File: src/rtl/mem_port_arbiter.sv
`default_nettype none
// =============================================================================
// mem_port_arbiter : shares one BRAM port between fetch and load/store, decodes
//                    MMIO, extracts load lanes and builds store byte enables.
// Revision 1.0
// =============================================================================
module mem_port_arbiter (
  input  logic        clk,
  input  logic        reset,
  input  logic        instrReq,
  input  logic [31:0] instrAddr,
  output logic        instrValid,
  output logic        instrErr,
  output logic [31:0] instrData,
  input  logic        dataReq,
  input  logic [31:0] dataAddr,
  input  logic [1:0]  memOp,
  input  logic [1:0]  memSize,
  input  logic [31:0] storeData,
  output logic        dataValid,
  output logic        dataErr,
  output logic [31:0] loadData,
  output logic        bramEn,
  output logic [3:0]  bramWe,
  output logic [29:0] bramAddr,
  output logic [31:0] bramWdata,
  input  logic [31:0] bramRdata,
  input  logic [31:0] inReg,
  output logic [31:0] outReg
);
  localparam logic [1:0]  MEM_DISABLE      = 2'b00;
  localparam logic [1:0]  MEM_READ_SEXT    = 2'b01;
  localparam logic [1:0]  MEM_READ_ZEXT    = 2'b10;
  localparam logic [1:0]  MEM_WRITE        = 2'b11;
  localparam logic [1:0]  SIZE_BYTE        = 2'b00;
  localparam logic [1:0]  SIZE_HALF        = 2'b01;
  localparam logic [1:0]  SIZE_WORD        = 2'b10;
  localparam logic [31:0] CPU_BRAM_END     = 32'h007F_FF00;
  localparam logic [31:0] READ_REG_INPUT   = 32'h0200_0000;
  localparam logic [31:0] WRITE_REG_OUTPUT = 32'h0200_0100;

  typedef enum logic [1:0] {IDLE = 2'd0, ACCESS = 2'd1, WAIT = 2'd2, DONE = 2'd3} state_t;

  state_t      state_q, state_d;
  logic        lastInstr_q, lastInstr_d;
  logic        srcData_q, srcData_d;
  logic        mmio_q, mmio_d;
  logic [1:0]  op_q, op_d;
  logic [1:0]  size_q, size_d;
  logic [1:0]  lane_q, lane_d;
  logic [3:0]  be_q, be_d;
  logic [31:0] wrep_q, wrep_d;

  logic        instrValid_q, instrValid_d, instrErr_q, instrErr_d;
  logic [31:0] instrData_q, instrData_d;
  logic        dataValid_q, dataValid_d, dataErr_q, dataErr_d;
  logic [31:0] loadData_q, loadData_d;
  logic        bramEn_q, bramEn_d;
  logic [3:0]  bramWe_q, bramWe_d;
  logic [29:0] bramAddr_q, bramAddr_d;
  logic [31:0] bramWdata_q, bramWdata_d;
  logic [31:0] outReg_q, outReg_d;

  logic        w_dataPend, w_grantData, w_store;
  logic        w_inBram, w_isIn, w_isOut, w_dataErr, w_instrErr, w_err;
  logic [31:0] w_addr;
  logic [3:0]  w_be;
  logic [31:0] w_wrep;
  logic [31:0] w_src, w_ext;
  logic [7:0]  w_byte;
  logic [15:0] w_half;

  // lastInstr_q set means fetch won the previous grant, so data wins a tie
  assign w_dataPend  = dataReq && (memOp != MEM_DISABLE);
  assign w_grantData = w_dataPend && (!instrReq || lastInstr_q);
  assign w_store     = (memOp == MEM_WRITE);
  assign w_inBram    = (dataAddr <= CPU_BRAM_END);
  assign w_isIn      = (dataAddr == READ_REG_INPUT);
  assign w_isOut     = (dataAddr == WRITE_REG_OUTPUT);
  assign w_dataErr   = (memSize == 2'b11)
                     || ((memSize == SIZE_HALF) && dataAddr[0])
                     || ((memSize == SIZE_WORD) && (dataAddr[1:0] != 2'b00))
                     || !(w_inBram || w_isIn || w_isOut)
                     || (!w_store && w_isOut)
                     || (w_store && w_isIn);
  assign w_instrErr  = (instrAddr[1:0] != 2'b00) || (instrAddr > CPU_BRAM_END);
  assign w_err       = w_grantData ? w_dataErr : w_instrErr;
  assign w_addr      = w_grantData ? dataAddr : instrAddr;

  always_comb begin
    w_be   = 4'b0000;
    w_wrep = 32'h0;
    case (memSize)
      SIZE_BYTE: begin
        w_be   = 4'b0001 << dataAddr[1:0];
        w_wrep = {4{storeData[7:0]}};
      end
      SIZE_HALF: begin
        w_be   = dataAddr[1] ? 4'b1100 : 4'b0011;
        w_wrep = {2{storeData[15:0]}};
      end
      SIZE_WORD: begin
        w_be   = 4'b1111;
        w_wrep = storeData;
      end
      default: ;
    endcase
  end

  assign w_src  = mmio_q ? inReg : bramRdata;
  assign w_byte = w_src[{lane_q, 3'b000} +: 8];
  assign w_half = lane_q[1] ? w_src[31:16] : w_src[15:0];

  always_comb begin
    w_ext = 32'h0;
    case (size_q)
      SIZE_BYTE: w_ext = (op_q == MEM_READ_SEXT) ? {{24{w_byte[7]}}, w_byte} : {24'h0, w_byte};
      SIZE_HALF: w_ext = (op_q == MEM_READ_SEXT) ? {{16{w_half[15]}}, w_half} : {16'h0, w_half};
      SIZE_WORD: w_ext = w_src;
      default:   w_ext = 32'h0;
    endcase
  end

  always_comb begin
    state_d      = state_q;
    lastInstr_d  = lastInstr_q;
    srcData_d    = srcData_q;
    mmio_d       = mmio_q;
    op_d         = op_q;
    size_d       = size_q;
    lane_d       = lane_q;
    be_d         = be_q;
    wrep_d       = wrep_q;
    instrValid_d = instrValid_q;
    instrErr_d   = instrErr_q;
    instrData_d  = instrData_q;
    dataValid_d  = dataValid_q;
    dataErr_d    = dataErr_q;
    loadData_d   = loadData_q;
    bramEn_d     = bramEn_q;
    bramWe_d     = bramWe_q;
    bramAddr_d   = bramAddr_q;
    bramWdata_d  = bramWdata_q;
    outReg_d     = outReg_q;

    case (state_q)
      IDLE: begin
        if (w_dataPend || instrReq) begin
          lastInstr_d = !w_grantData;
          srcData_d   = w_grantData;
          if (w_err) begin
            state_d = DONE;
            if (w_grantData) begin
              dataValid_d = 1'b1;
              dataErr_d   = 1'b1;
              loadData_d  = 32'h0;
            end else begin
              instrValid_d = 1'b1;
              instrErr_d   = 1'b1;
              instrData_d  = 32'h0;
            end
          end else begin
            state_d = ACCESS;
            op_d    = w_grantData ? memOp : MEM_READ_ZEXT;
            size_d  = w_grantData ? memSize : SIZE_WORD;
            lane_d  = w_addr[1:0];
            mmio_d  = w_grantData && !w_inBram;
            be_d    = w_be;
            wrep_d  = w_wrep;
            if (!(w_grantData && !w_inBram)) begin
              bramEn_d    = 1'b1;
              bramAddr_d  = w_addr[31:2];
              bramWe_d    = (w_grantData && w_store) ? w_be : 4'b0000;
              bramWdata_d = (w_grantData && w_store) ? w_wrep : 32'h0;
            end
          end
        end
      end
      ACCESS: begin
        state_d  = WAIT;
        bramEn_d = 1'b0;
        bramWe_d = 4'b0000;
        if (mmio_q && (op_q == MEM_WRITE)) begin
          for (int k = 0; k < 4; k++) begin
            if (be_q[k]) outReg_d[8*k +: 8] = wrep_q[8*k +: 8];
          end
        end
      end
      WAIT: begin
        state_d = DONE;
        if (srcData_q) begin
          dataValid_d = 1'b1;
          dataErr_d   = 1'b0;
          if (op_q != MEM_WRITE) loadData_d = w_ext;
        end else begin
          instrValid_d = 1'b1;
          instrErr_d   = 1'b0;
          instrData_d  = bramRdata;
        end
      end
      DONE: begin
        state_d      = IDLE;
        instrValid_d = 1'b0;
        instrErr_d   = 1'b0;
        dataValid_d  = 1'b0;
        dataErr_d    = 1'b0;
      end
      default: state_d = IDLE;
    endcase
  end

  always_ff @(posedge clk or negedge reset) begin
    if (!reset) begin
      state_q      <= IDLE;
      lastInstr_q  <= 1'b1;
      srcData_q    <= 1'b0;
      mmio_q       <= 1'b0;
      op_q         <= MEM_DISABLE;
      size_q       <= SIZE_BYTE;
      lane_q       <= 2'b00;
      be_q         <= 4'b0000;
      wrep_q       <= 32'h0;
      instrValid_q <= 1'b0;
      instrErr_q   <= 1'b0;
      instrData_q  <= 32'h0;
      dataValid_q  <= 1'b0;
      dataErr_q    <= 1'b0;
      loadData_q   <= 32'h0;
      bramEn_q     <= 1'b0;
      bramWe_q     <= 4'b0000;
      bramAddr_q   <= 30'h0;
      bramWdata_q  <= 32'h0;
      outReg_q     <= 32'h0;
    end else begin
      state_q      <= state_d;
      lastInstr_q  <= lastInstr_d;
      srcData_q    <= srcData_d;
      mmio_q       <= mmio_d;
      op_q         <= op_d;
      size_q       <= size_d;
      lane_q       <= lane_d;
      be_q         <= be_d;
      wrep_q       <= wrep_d;
      instrValid_q <= instrValid_d;
      instrErr_q   <= instrErr_d;
      instrData_q  <= instrData_d;
      dataValid_q  <= dataValid_d;
      dataErr_q    <= dataErr_d;
      loadData_q   <= loadData_d;
      bramEn_q     <= bramEn_d;
      bramWe_q     <= bramWe_d;
      bramAddr_q   <= bramAddr_d;
      bramWdata_q  <= bramWdata_d;
      outReg_q     <= outReg_d;
    end
  end

  assign instrValid = instrValid_q;
  assign instrErr   = instrErr_q;
  assign instrData  = instrData_q;
  assign dataValid  = dataValid_q;
  assign dataErr    = dataErr_q;
  assign loadData   = loadData_q;
  assign bramEn     = bramEn_q;
  assign bramWe     = bramWe_q;
  assign bramAddr   = bramAddr_q;
  assign bramWdata  = bramWdata_q;
  assign outReg     = outReg_q;

endmodule
`default_nettype wire

File: config.mk
export PLATFORM = sky130hd
export DESIGN_NAME = mem_port_arbiter
export DESIGN_NICKNAME = d
export VERILOG_FILES = /design/src/rtl/mem_port_arbiter.sv
export SDC_FILE = /design/constraint.sdc
export NUM_CORES = 1
export LEC_CHECK = 0
export BUFFER_PORTS_ARGS = -buffer_cell sky130_fd_sc_hd__buf_2
export CAP_MARGIN = 10
export CORE_MARGIN = 2
export CORE_UTILIZATION = 42
export CTS_CLUSTER_SIZE = 25
export DETAILED_ROUTE_END_ITERATION = 8
export HOLD_SLACK_MARGIN = 0.1
export PLACE_DENSITY_LB_ADDON = 0.1
export REMOVE_ABC_BUFFERS = 1
export SLEW_MARGIN = 40
export SYNTH_ARGS = -nofsm -noshare
export SYNTH_HDL_FRONTEND = slang
export SYNTH_SLANG_ARGS = --single-unit
File: constraint.sdc
create_clock -name clk -period 5.4 [get_ports clk]
set_input_delay 0 -clock clk [delete_from_list [all_inputs] [get_ports clk]]
set_output_delay 0 -clock clk [all_outputs]
set_load 0.02 [all_outputs]
# After elaboration in Yosys (flattened, before gate mapping)
# Index checks and enable logic that the tools add are counted.
# word_totals
ff_bits,214
input_bits,168
# classes
n_lt_le_gt_ge,2
eq_ne,23
n_shift,2
mux,50
bitwise_logic,2
reduce_logical,45
# ops
cell,count
$mux 32,14
$pmux 32 s3,2
$pmux 32 s2,2
$eq 32x26->1 const B,2
$gt 32x23->1 const B,1
$le 32x23->1 const B,1
$shiftx 32x6->8,1
$mux 4,5
$ne 2x2->1 const B,10
$mux 16,1
$reduce_and 3->1,5
$reduce_and 5->1,3
$eq 2x2->1 const B,7
$mux 1,14
$pmux 1 s3,4
$pmux 4 s3,1
$logic_or 1x1->1,10
$reduce_bool 2->1,5
$logic_and 1x1->1,9
$eq 2x1->1 const B,4
$mux 2,4
$pmux 2 s4,1
$pmux 4 s2,1
$reduce_and 4->1,2
other kinds (8),15

# Depth between registers and ports, before layout
# Gate-level depths: netlist (run 1).
# logic_depth
word_depth,11
depth_mapped,11

# Least setup slack after synthesis (run 1)
# No wires, ideal clock.
# synth_path
kind,reg-to-reg
start,register lastInstr_q
end,register loadData_q[27] (netlist: loadData[27])
arrival_ns,2.159
required_time_ns,5.275
setup_slack_ns,3.117
stages_incl_launch_ff,9
path_buffers,2
period_less_slack_ns,2.283
path_cell_list,dfstp_2 > inv_1 > a21oi_1 > nor2_1 > a22oi_1 > buf_2 > o2111a_1 > clkbuf_1 > mux2_2
# synth_between
elab_chain_len,5
word_cells_on_any_way,6
classes_between,2 x eq/ne; 1 x mux; 3 x reduce/logical
# synth_rtl
item,line_no,rtl
from (decl),45,"logic lastInstr_q, lastInstr_d;"
from (signal assigned),236,lastInstr_q <= lastInstr_d;
$logic_or 1x1->1 *,75,assign w_grantData = w_dataPend && (!instrReq || lastInstr_q);
$logic_and 1x1->1 *,75,
$mux 1,87,assign w_err = w_grantData ? w_dataErr : w_instrErr;
$ne 2x2->1 (no source line),-,
$reduce_and 6->1 (no source line) *,-,
to (signal assigned),249,loadData_q <= loadData_d;
to (decl),57,"logic [31:0] loadData_q, loadData_d;"
# Mark *: on every way between the ends. The rest lies on a longest branch, timed or not.
# A chain may end at the register's enable or synchronous reset.

# Worst setup path in the final report (run 1)
# layout_path
start,input dataAddr[1]
end,register bramAddr_q[19] (netlist: bramAddr[19])
# layout_between
elab_chain_len,10
word_cells_on_any_way,20
classes_between,1 x order compare; 2 x eq/ne; 1 x mux; 2 x bitwise; 14 x reduce/logical
# layout_rtl
item,line_no,rtl
from (decl),16,"input logic [31:0] dataAddr,"
$le 32x23->1 / $eq 32x26->1 (equally long branches),"77, 78",
$logic_or 1x1->1 (2 in series),83,|| !(w_inBram || w_isIn || w_isOut)
$logic_not 1->1,83,
$logic_or 1x1->1,83,
$logic_or 1x1->1,84,|| (!w_store && w_isOut)
$logic_or 1x1->1,85,|| (w_store && w_isIn);
$mux 1,87,
$not 1->1 (no source line),-,
$reduce_and 4->1 (no source line) *,-,
to (signal assigned),252,bramAddr_q <= bramAddr_d;
to (decl),60,"logic [29:0] bramAddr_q, bramAddr_d;"
# Marks and branches as above.

==> results of run 1 <==
## area by class of cell
type                    instances  area, sq um  area share [%]
flip-flops and latches        214         5358           34.74
multi-input cells             808         5263           34.12
repair buffers                512         3468           22.49
clock buffers                  32        691.9           4.486
well taps                     335        419.2           2.718
clock inverters                13        173.9           1.128
inverters                      12        45.04          0.2920
diodes                          2        5.005         0.03245
## metrics by stage
step,cell area [sq um],setup WS [ns]
2_1_floorplan,10610,1.305
3_5_place_dp,12940,2.404
4_1_cts,15350,2.369
3_3_place_gp,12880,2.502
6_report,15420,2.301
5_1_grt,15420,2.065
## per-layer routing
layer	vias up	track usage, %	share of wire (%)
li1	4967	-	-
met1	5165	34.67	44
met2	402	40.63	46
met3	66	4.886	6.4
met4	0	8.507	3.1
met5	-	0	0
## cell usage after synthesis, types with 12 or more instances
| library cell | n |
|---|---|
| mux2_2 | 81 |
| a21o_1 | 17 |
| mux2i_1 | 13 |
| a31oi_1 | 34 |
| a22oi_1 | 18 |
| dfrtp_1 | 213 |
| nand2b_1 | 33 |
| clkbuf_1 | 69 |
| nor2_1 | 59 |
| a21oi_1 | 80 |
| nand3_1 | 44 |
| nand2_1 | 207 |
| a221o_1 | 33 |
| o21ai_0 | 33 |
| and2_1 | 12 |
| a22o_1 | 57 |
## registers in the layout (all words and copies together) (netlist names), 4 cells and up
| register | cells |
|---|---|
| be_q | 4 |
| outReg | 32 |
| bramAddr | 30 |
| bramWdata | 32 |
| wrep_q | 32 |
| bramWe | 4 |
| instrData | 32 |
| loadData | 32 |
## final timing paths
kind                                     end         from  cells past startpoint
worst max-delay path            bramAddr[19]  dataAddr[1]                     11
worst min-delay path             loadData[0]     inReg[0]                      5
worst max register to register  bramAddr[19]  lastInstr_q                      7
worst min register to register    wrep_q[29]   wrep_q[29]                      2
max in group asynchronous        loadData[9]        reset                      4
min in group asynchronous       bramAddr[16]        reset                      3
## cell families (layout without fill, tap and decap cells)
kind of cell	count (synthesis)	count (layout)
AO/OA/AOI/OAI	310	310
multiplexers	101	101
adder cells (fa/ha/maj)	5	5
AND/OR/NAND/NOR	391	391
other	0	2
flip-flops	214	214
XOR/XNOR	1	1
buffers and inverters	100	569
## power by group
group          switching [mW]  internal [mW]
clock network           0.687           1.09
registers               0.172           1.81
logic                    1.23          0.847
total                    2.09           3.75
## what timing repair did
| action | in CTS | in global routing |
|---|---|---|
| gates resized for setup | 0 | 0 |
| endpoints found under the setup margin | 0 | 0 |
| hold buffers | 154 | 1 |
| hold endpoints to repair | 260 | 27 |
## worst max-delay path, delay by kind of cell
kind,cells,cell delay [ns]
buf+inv,4,1.72
simple gates,4,0.98
compound gates,3,0.84
==> metrics.cfg, run 1 <==
[drt]
drc=0
via_per_inst=5.498
vias=10600
drt_iter0_markers=908
routedWlPerCell_microns=18.62
ant_nets=0
routed_wl_mm=35.89
drtPass1Iterations=5

[floorplan]
rows=59
dieHeight_microns=165.8
initial_core_util_pct=42.42
num_io_pins=335
dieArea_sq_um=27480
fp.dieW_microns=165.8
placeableCoreArea_sq_um=25910

[layout]
drive_above_1_share_pct=32.12
final_cells=1928
layout_common_cells=buf_2 (333), dfrtp_1 (212), nand2_1 (206)
syn2layout_area_growth_pct=40.33
fin_util_pct=59.52
nets=1746
n_fill_cell=2294
final_common_cell=buf_2

[flow_run]
max-cap-violations=0

[sta]
fin_hold_ws_ns=0.1323
skew_ns=0.008063
finalSetupTns_ns=0
max-slew-margin-rel_pct=49.04
hold_viol_final=0
worst_pin_slew_ns=0.7629
finalCritPeriodShare_pct=57.40
finalCriticalPeriod_ns=3.100
setup_viol=0
slew_violations=0
max_freq_mhz=322.6
rsz0062_at_grt=false

[place]
hpwlAfterDp_mm=24.18
place_inst=1724
port_buffers=334
globalplace.congestion=0.8564

[synthesis]
ys_seq_elements=214
synth_mux_area_share_pct=10.92
synthTopCellsByArea=dfrtp_1 (48%), mux2_2 (8.3%), nand2_1 (7.1%)
synth_top_area_share_pct=48.50
synth_cell_types=54
synth_area_per_cell_sq_um=9.795
yosysSeqAreaShare_pct=48.74
synthFlopType=dfrtp_1
ys_async_sr_fraction_pct=100.0
yosysTopAreaCell=dfrtp_1
synth_top_family_by_area=compound AO/OA/AOI/OAI gates
syn_area_sq_um=10990
synthSimpleGateAreaFrac_pct=15.89
synth_edf_count=0
synth_xor_area_share_pct=0.07969
synthCells=1122
synthAdderAreaFrac_pct=0.5692
yosysWarnings=0
synth_compound_area_share_pct=19.95

[clocking]
h-tree-depth=1
cts_buffer_depth=3
clock-root-buffer=clkbuf_16
clk_pin_slew_ns=0.06
cts_tree=done
numCtsBuffers=25
cts_setup_buffers=0
clk_latency_ns=0.51
cts_num_sinks=214

[power]
p_leak_nw=7.756
vdd_drop_max_uv=293.6
power.total_mw=5.841
powerDensity_nw_per_um2=378.7

[outcome]
outcome=finished, final reports clean

[setup_path]
crit_fanout=44
crit_type=in2reg
r2r_slack_ns=2.50
end_kind=flop
cpMostUsedCell=dlygate4sd3_1
cpPeakStageDelay_ns=0.58
crit_chain=dlygate4sd3_1 > buf_2 > nor4_2 > nand2_1 > a211o_1 > or3_1 > a211oi_4 > buf_4 > nor2_1 > a31oi_1 > dlygate4sd3_1
critical_path.slowest_cell=dlygate4sd3_1
arrival_ns=3.55
cp_data_required_time_ns=5.85
cp-start-kind=input port

[global_routing]
grt_overflow=0
grt_pass1_vias=10490
grt_usage_pct=25.33
grt_pass1_wl_mm=57.10
grt_max_degree=104
antenna_found_initial=0

[hold_path]
holdCritPathClass=in2reg

(Power assumes the default switching activity.)
==> run 2: changes to the inputs <==
==> constraint.sdc (replaced) <==
create_clock -name clk -period 3.1 [get_ports clk]
set_input_delay 0 -clock clk [delete_from_list [all_inputs] [get_ports clk]]
set_output_delay 0 -clock clk [all_outputs]
set_load 0.02 [all_outputs]
==> run 2 against run 1 <==
  * Cell area about the same
  * Cell count rose by 0.36%
  * Die area unchanged
  * Critical endpoint is now bramAddr[0]
==> metrics.cfg, run 2 (same netlist as run 1, synthesis figures left out) <==
[clocking]
h-tree-depth=1
cts_num_sinks=214
clock-root-buffer=clkbuf_16
numCtsBuffers=25
cts_setup_buffers=0
cts_tree=done
cts_buffer_depth=3
clk_pin_slew_ns=0.06
clk_latency_ns=0.52

[floorplan]
dieArea_sq_um=27480
rows=59
fp.dieW_microns=165.8
num_io_pins=335
dieHeight_microns=165.8
placeableCoreArea_sq_um=25910
initial_core_util_pct=42.42

[sta]
finalCriticalPeriod_ns=2.942
skew_ns=0.01841
max_freq_mhz=339.9
max-slew-margin-rel_pct=47.59
finalCritPeriodShare_pct=94.92
worst_pin_slew_ns=0.7845
setup_viol=0
slew_violations=0
hold_viol_final=0

[global_routing]
grt_pass1_vias=10780
grt_max_degree=102
antenna_found_initial=0
grt_pass1_wl_mm=58.68
grt_usage_pct=26.07
grt_overflow=0

[power]
p_leak_nw=7.764
vdd_drop_max_uv=394.0
powerDensity_nw_per_um2=636.6

[hold_path]
holdCritPathClass=in2reg
whs_path_depth=5

[setup_path]
end_kind=flop
crit_fanout=44
crit_type=in2reg
cpMostUsedCell=dlygate4sd3_1
r2r_slack_ns=0.30
crit_chain=dlygate4sd3_1 > buf_2 > nor4_2 > nand2_1 > nor3_1 > a22oi_1 > buf_4 > a211oi_4 > buf_8 > nor2_1 > a31oi_1 > dlygate4sd3_1
cpPeakStageDelay_ns=0.58
cp-start-kind=input port
cp_data_required_time_ns=3.55
crit_start=dataAddr[1]
rr_worst_depth=9
rr_startpoint=lastInstr_q
arrival_ns=3.39
rr_endpoint=bramAddr[0]
crit_path_end=bramAddr[0]
critical_path.slowest_cell=dlygate4sd3_1

[layout]
syn2layout_area_growth_pct=40.32
diodes=0
fin_area_sq_um=15420
layout_common_cells=buf_2 (333), dfrtp_1 (212), nand2_1 (206)
final_common_cell=buf_2
drive_above_1_share_pct=32.19
final_cells=1935
nets=1756
fin_util_pct=59.52

[drt]
routed_wl_mm=36.65
drt_iter0_markers=948
ant_nets=0
drc=0
vias=10690
routedWlPerCell_microns=18.94
drtPass1Iterations=6
via_per_inst=5.524

[flow_run]
max-cap-violations=0

[outcome]
outcome=finished, final reports clean

[place]
globalplace.congestion=0.8493
hpwlAfterDp_mm=24.05
place_inst=1729
place_area_sq_um=12990
port_buffers=334

[run 2: cell types whose count changed in the layout (fill, tap and decap cells not counted), sizes merged]
cell,delta
buf,+5
bufinv,-4
clkinv,+2
diode,-2
dlygate4sd3,+5
inv,+1
[run 2: where the power goes]
| part | leakage (nW) | total (mW) | switching (mW) | internal, mW |
|---|---|---|---|---|
| logic | 4.48 | 3.63 | 2.15 | 1.48 |
| registers | 2.91 | 3.46 | 0.301 | 3.16 |
| clock network | 0.375 | 2.73 | 1.18 | 1.55 |
[run 2: timing repair]
action	4_1_cts	5_1_grt
hold buffers	159	1
resized for setup	0	4
endpoints found under the setup margin	0	22
endpoints found under the hold margin	255	52
[run 2: critical path: cells and delay by family]
kind	cells	cell delay, ns
simple gates	4	0.96
compound gates	3	0.61
buf+inv	5	1.81
[run 2: area by class of cell]
type,instances,area [sq um]
multi-input cells,808,5268
clock inverters,12,72.57
clock buffers,32,681.9
repair buffers,522,3578
inverters,12,45.04
well taps,335,419.2
flip-flops and latches,214,5358
fillers,2242,10490
[run 2: worst min path at each step]
| stage | startpoint | to | slack [ns] |
|---|---|---|---|
| after floorplan | reset | be_q[0] | -0.30 |
| after global placement | reset | bramAddr[18] | 0.11 |
| after detailed placement | reset | bramAddr[19] | 0.11 |
| after CTS | inReg[25] | loadData[25] | 0.10 |
| after global routing | inReg[2] | loadData[2] | 0.14 |
| final | inReg[2] | loadData[2] | 0.13 |
[run 2: metrics by stage]
| stage | setup TNS (ns) | power, mW | hold WS, ns | setup WS (ns) |
|---|---|---|---|---|
| 2_1_floorplan | -127.47 | 5.695 | -0.2956 | -0.9950 |
| 3_3_place_gp | 0 | 6.799 | 0.1059 | 0.4693 |
| 3_5_place_dp | 0 | 6.890 | 0.1148 | 0.4115 |
| 4_1_cts | 0 | 9.800 | 0.1007 | 0.09546 |
| 5_1_grt | -0.8243 | 10.38 | 0.1395 | -0.08320 |
| 6_report | 0 | 9.818 | 0.1252 | 0.1576 |
[run 2: metal layers]
layer,GRT usage (%),part of all wire (%)
met3,6.030,7.7
met1,34.71,43
met5,0,0
met4,8.507,3.1
met2,42.32,46
==> run 3: changes to the inputs <==
==> constraint.sdc (replaced) <==
create_clock -name clk -period 3 [get_ports clk]
set_input_delay 0 -clock clk [delete_from_list [all_inputs] [get_ports clk]]
set_output_delay 0 -clock clk [all_outputs]
set_load 0.02 [all_outputs]
==> run 3 against run 2 <==
  * Via count up 0.31%
  * Cell count up 0.47%
  * Flip-flop and latch count unchanged
  * Global-route usage down 0.39 points
  * Core utilization up 0.84 points
  * Worst hold slack worse by 0.0085 ns
  * Critical path depth down 1
  * Total power up 9.1%
  * Sequential share of layout area down 0.48 points
  * Setup slack worse by 0.038 ns
  * Cell area up 1.4%
  * Critical endpoint unchanged
  * Largest cell class unchanged
  * Largest power group unchanged
==> metrics.cfg, run 3 (same netlist as run 1, synthesis figures left out) <==
[layout]
diodes=0
nets=1762
layout_common_cells=buf_2 (333), dfrtp_1 (212), nand2_1 (207)
final_common_cell=buf_2
fin_util_pct=60.36
fin_area_sq_um=15640
n_fill_cell=2296
drive_above_1_share_pct=32.32
syn2layout_area_growth_pct=42.30

[drt]
wl_met1_mm=15.68
routed_wl_mm=36.24
via_per_inst=5.515
drtPass1Iterations=5
routed.top_layer=met4
wl_met2_mm=16.81
vias=10720
ant_nets=0
drt_iter0_markers=912
routedWlPerCell_microns=18.64
drc=0
dr_wl_met3_mm=2.504

[setup_path]
crit_buf_inv=4
critPathTopFamily=buffers and inverters
crit_start=dataAddr[4]
rr_endpoint=bramAddr[0]
arrival_ns=3.35
rr_worst_depth=7
crit_fanout=44
crit_type=in2reg
crit_chain=dlygate4sd3_1 > buf_2 > nor4_1 > nand2_1 > a211o_1 > or3_1 > a211oi_4 > buf_12 > nor2_1 > a31oi_1 > dlygate4sd3_1
end_kind=flop
cp-start-kind=input port
crit_path_end=bramAddr[0]
cpPeakStageDelay_ns=0.59
cp.depth=11
cpMostUsedCell=dlygate4sd3_1
r2r_slack_ns=0.25
critical_path.slowest_cell=dlygate4sd3_1
rr_startpoint=lastInstr_q
cp_data_required_time_ns=3.47

[floorplan]
dieArea_sq_um=27480
rows=59
placeableCoreArea_sq_um=25910
dieHeight_microns=165.8
fp.dieW_microns=165.8
initial_core_util_pct=42.42
num_io_pins=335

[clocking]
cts_buffer_depth=3
cts_setup_buffers=0
clock-root-buffer=clkbuf_16
clk_latency_ns=0.54
cts_tree=done
clk_pin_slew_ns=0.06
cts_num_sinks=214
numCtsBuffers=26
h-tree-depth=1

[sta]
skew_ns=0.01472
finalCritPeriodShare_pct=96.03
finalCriticalPeriod_ns=2.881
hold_viol_final=0
setup_viol=0
worst_pin_slew_ns=0.7903
max-slew-margin-rel_pct=47.19
max_freq_mhz=347.1
slew_violations=0

[global_routing]
grt_pass1_wl_mm=57.90
grt_max_degree=100
antenna_found_initial=0
grt_usage_pct=25.68
grt_pass1_vias=10850
grt_overflow=0

[power]
powerDensity_nw_per_um2=684.8
vdd_drop_max_uv=649.8
p_leak_nw=7.870

[outcome]
outcome=finished, final reports clean

[hold_path]
holdCritPathClass=in2reg
hp-start=inReg[24]

[place]
hpwlAfterDp_mm=24.39
place_area_sq_um=13030
port_buffers=334
globalplace.congestion=0.8535

[flow_run]
max-cap-violations=0

[run 3: worst min-delay path by stage]
stage | endpoint | cells after the start
after floorplan | be_q[0] | 0
after global placement | bramAddr[19] | 1
after global routing | loadData[5] | 5
after detailed placement | bramAddr[18] | 1
final | loadData[24] | 5
after CTS | loadData[31] | 5
[run 3: what timing repair did]
item	CTS	global route
hold buffers	160	1
endpoints found under the setup margin	0	21
gates resized for setup	0	4
hold endpoints to repair	282	28
[run 3: power breakdown]
group / switching, mW / internal (mW)
Combinational: 2.22 / 1.50
Sequential: 0.299 / 3.26
Clock: 1.28 / 2.14
[run 3: area by class of cell]
type                    instances  area, sq um  area share [%]
multi-input cells             808         5255           33.60
well taps                     335        419.2           2.680
clock buffers                  34        720.7           4.608
clock inverters                14        231.5           1.480
flip-flops and latches        214         5358           34.26
repair buffers                527         3611           23.09
inverters                      12        45.04          0.2880
[run 3: stage by stage]
stage               setup WS, ns  hold slack, ns  instances   TNS (ns)  power [mW]
finish                    0.1192          0.1166       1944          0       10.71
global route           -0.005375          0.1404       1944  -0.005375       11.29
CTS                      0.06590          0.1011       1942          0       10.75
detailed placement        0.3772         0.09831       1734          0       7.145
global placement          0.4243         0.09460       1733          0       7.025
floorplan                 -1.095         -0.2956       1034    -145.12       5.884
[run 3: worst reg2reg max path: stages (launching register included)]
cell	delay (ns)
dfstp_2	0.55
o221ai_1	0.18
or3_1	0.57
a211oi_4	0.33
buf_12	0.24
nor2_1	0.07
a31oi_1	0.15
dlygate4sd3_1	0.59
[run 3: per-layer routing]
layer	vias up	global-route usage [%]
met5	-	0
met4	0	8.393
met3	80	5.982
met2	406	41.60
met1	5220	34.24
li1	5015	-
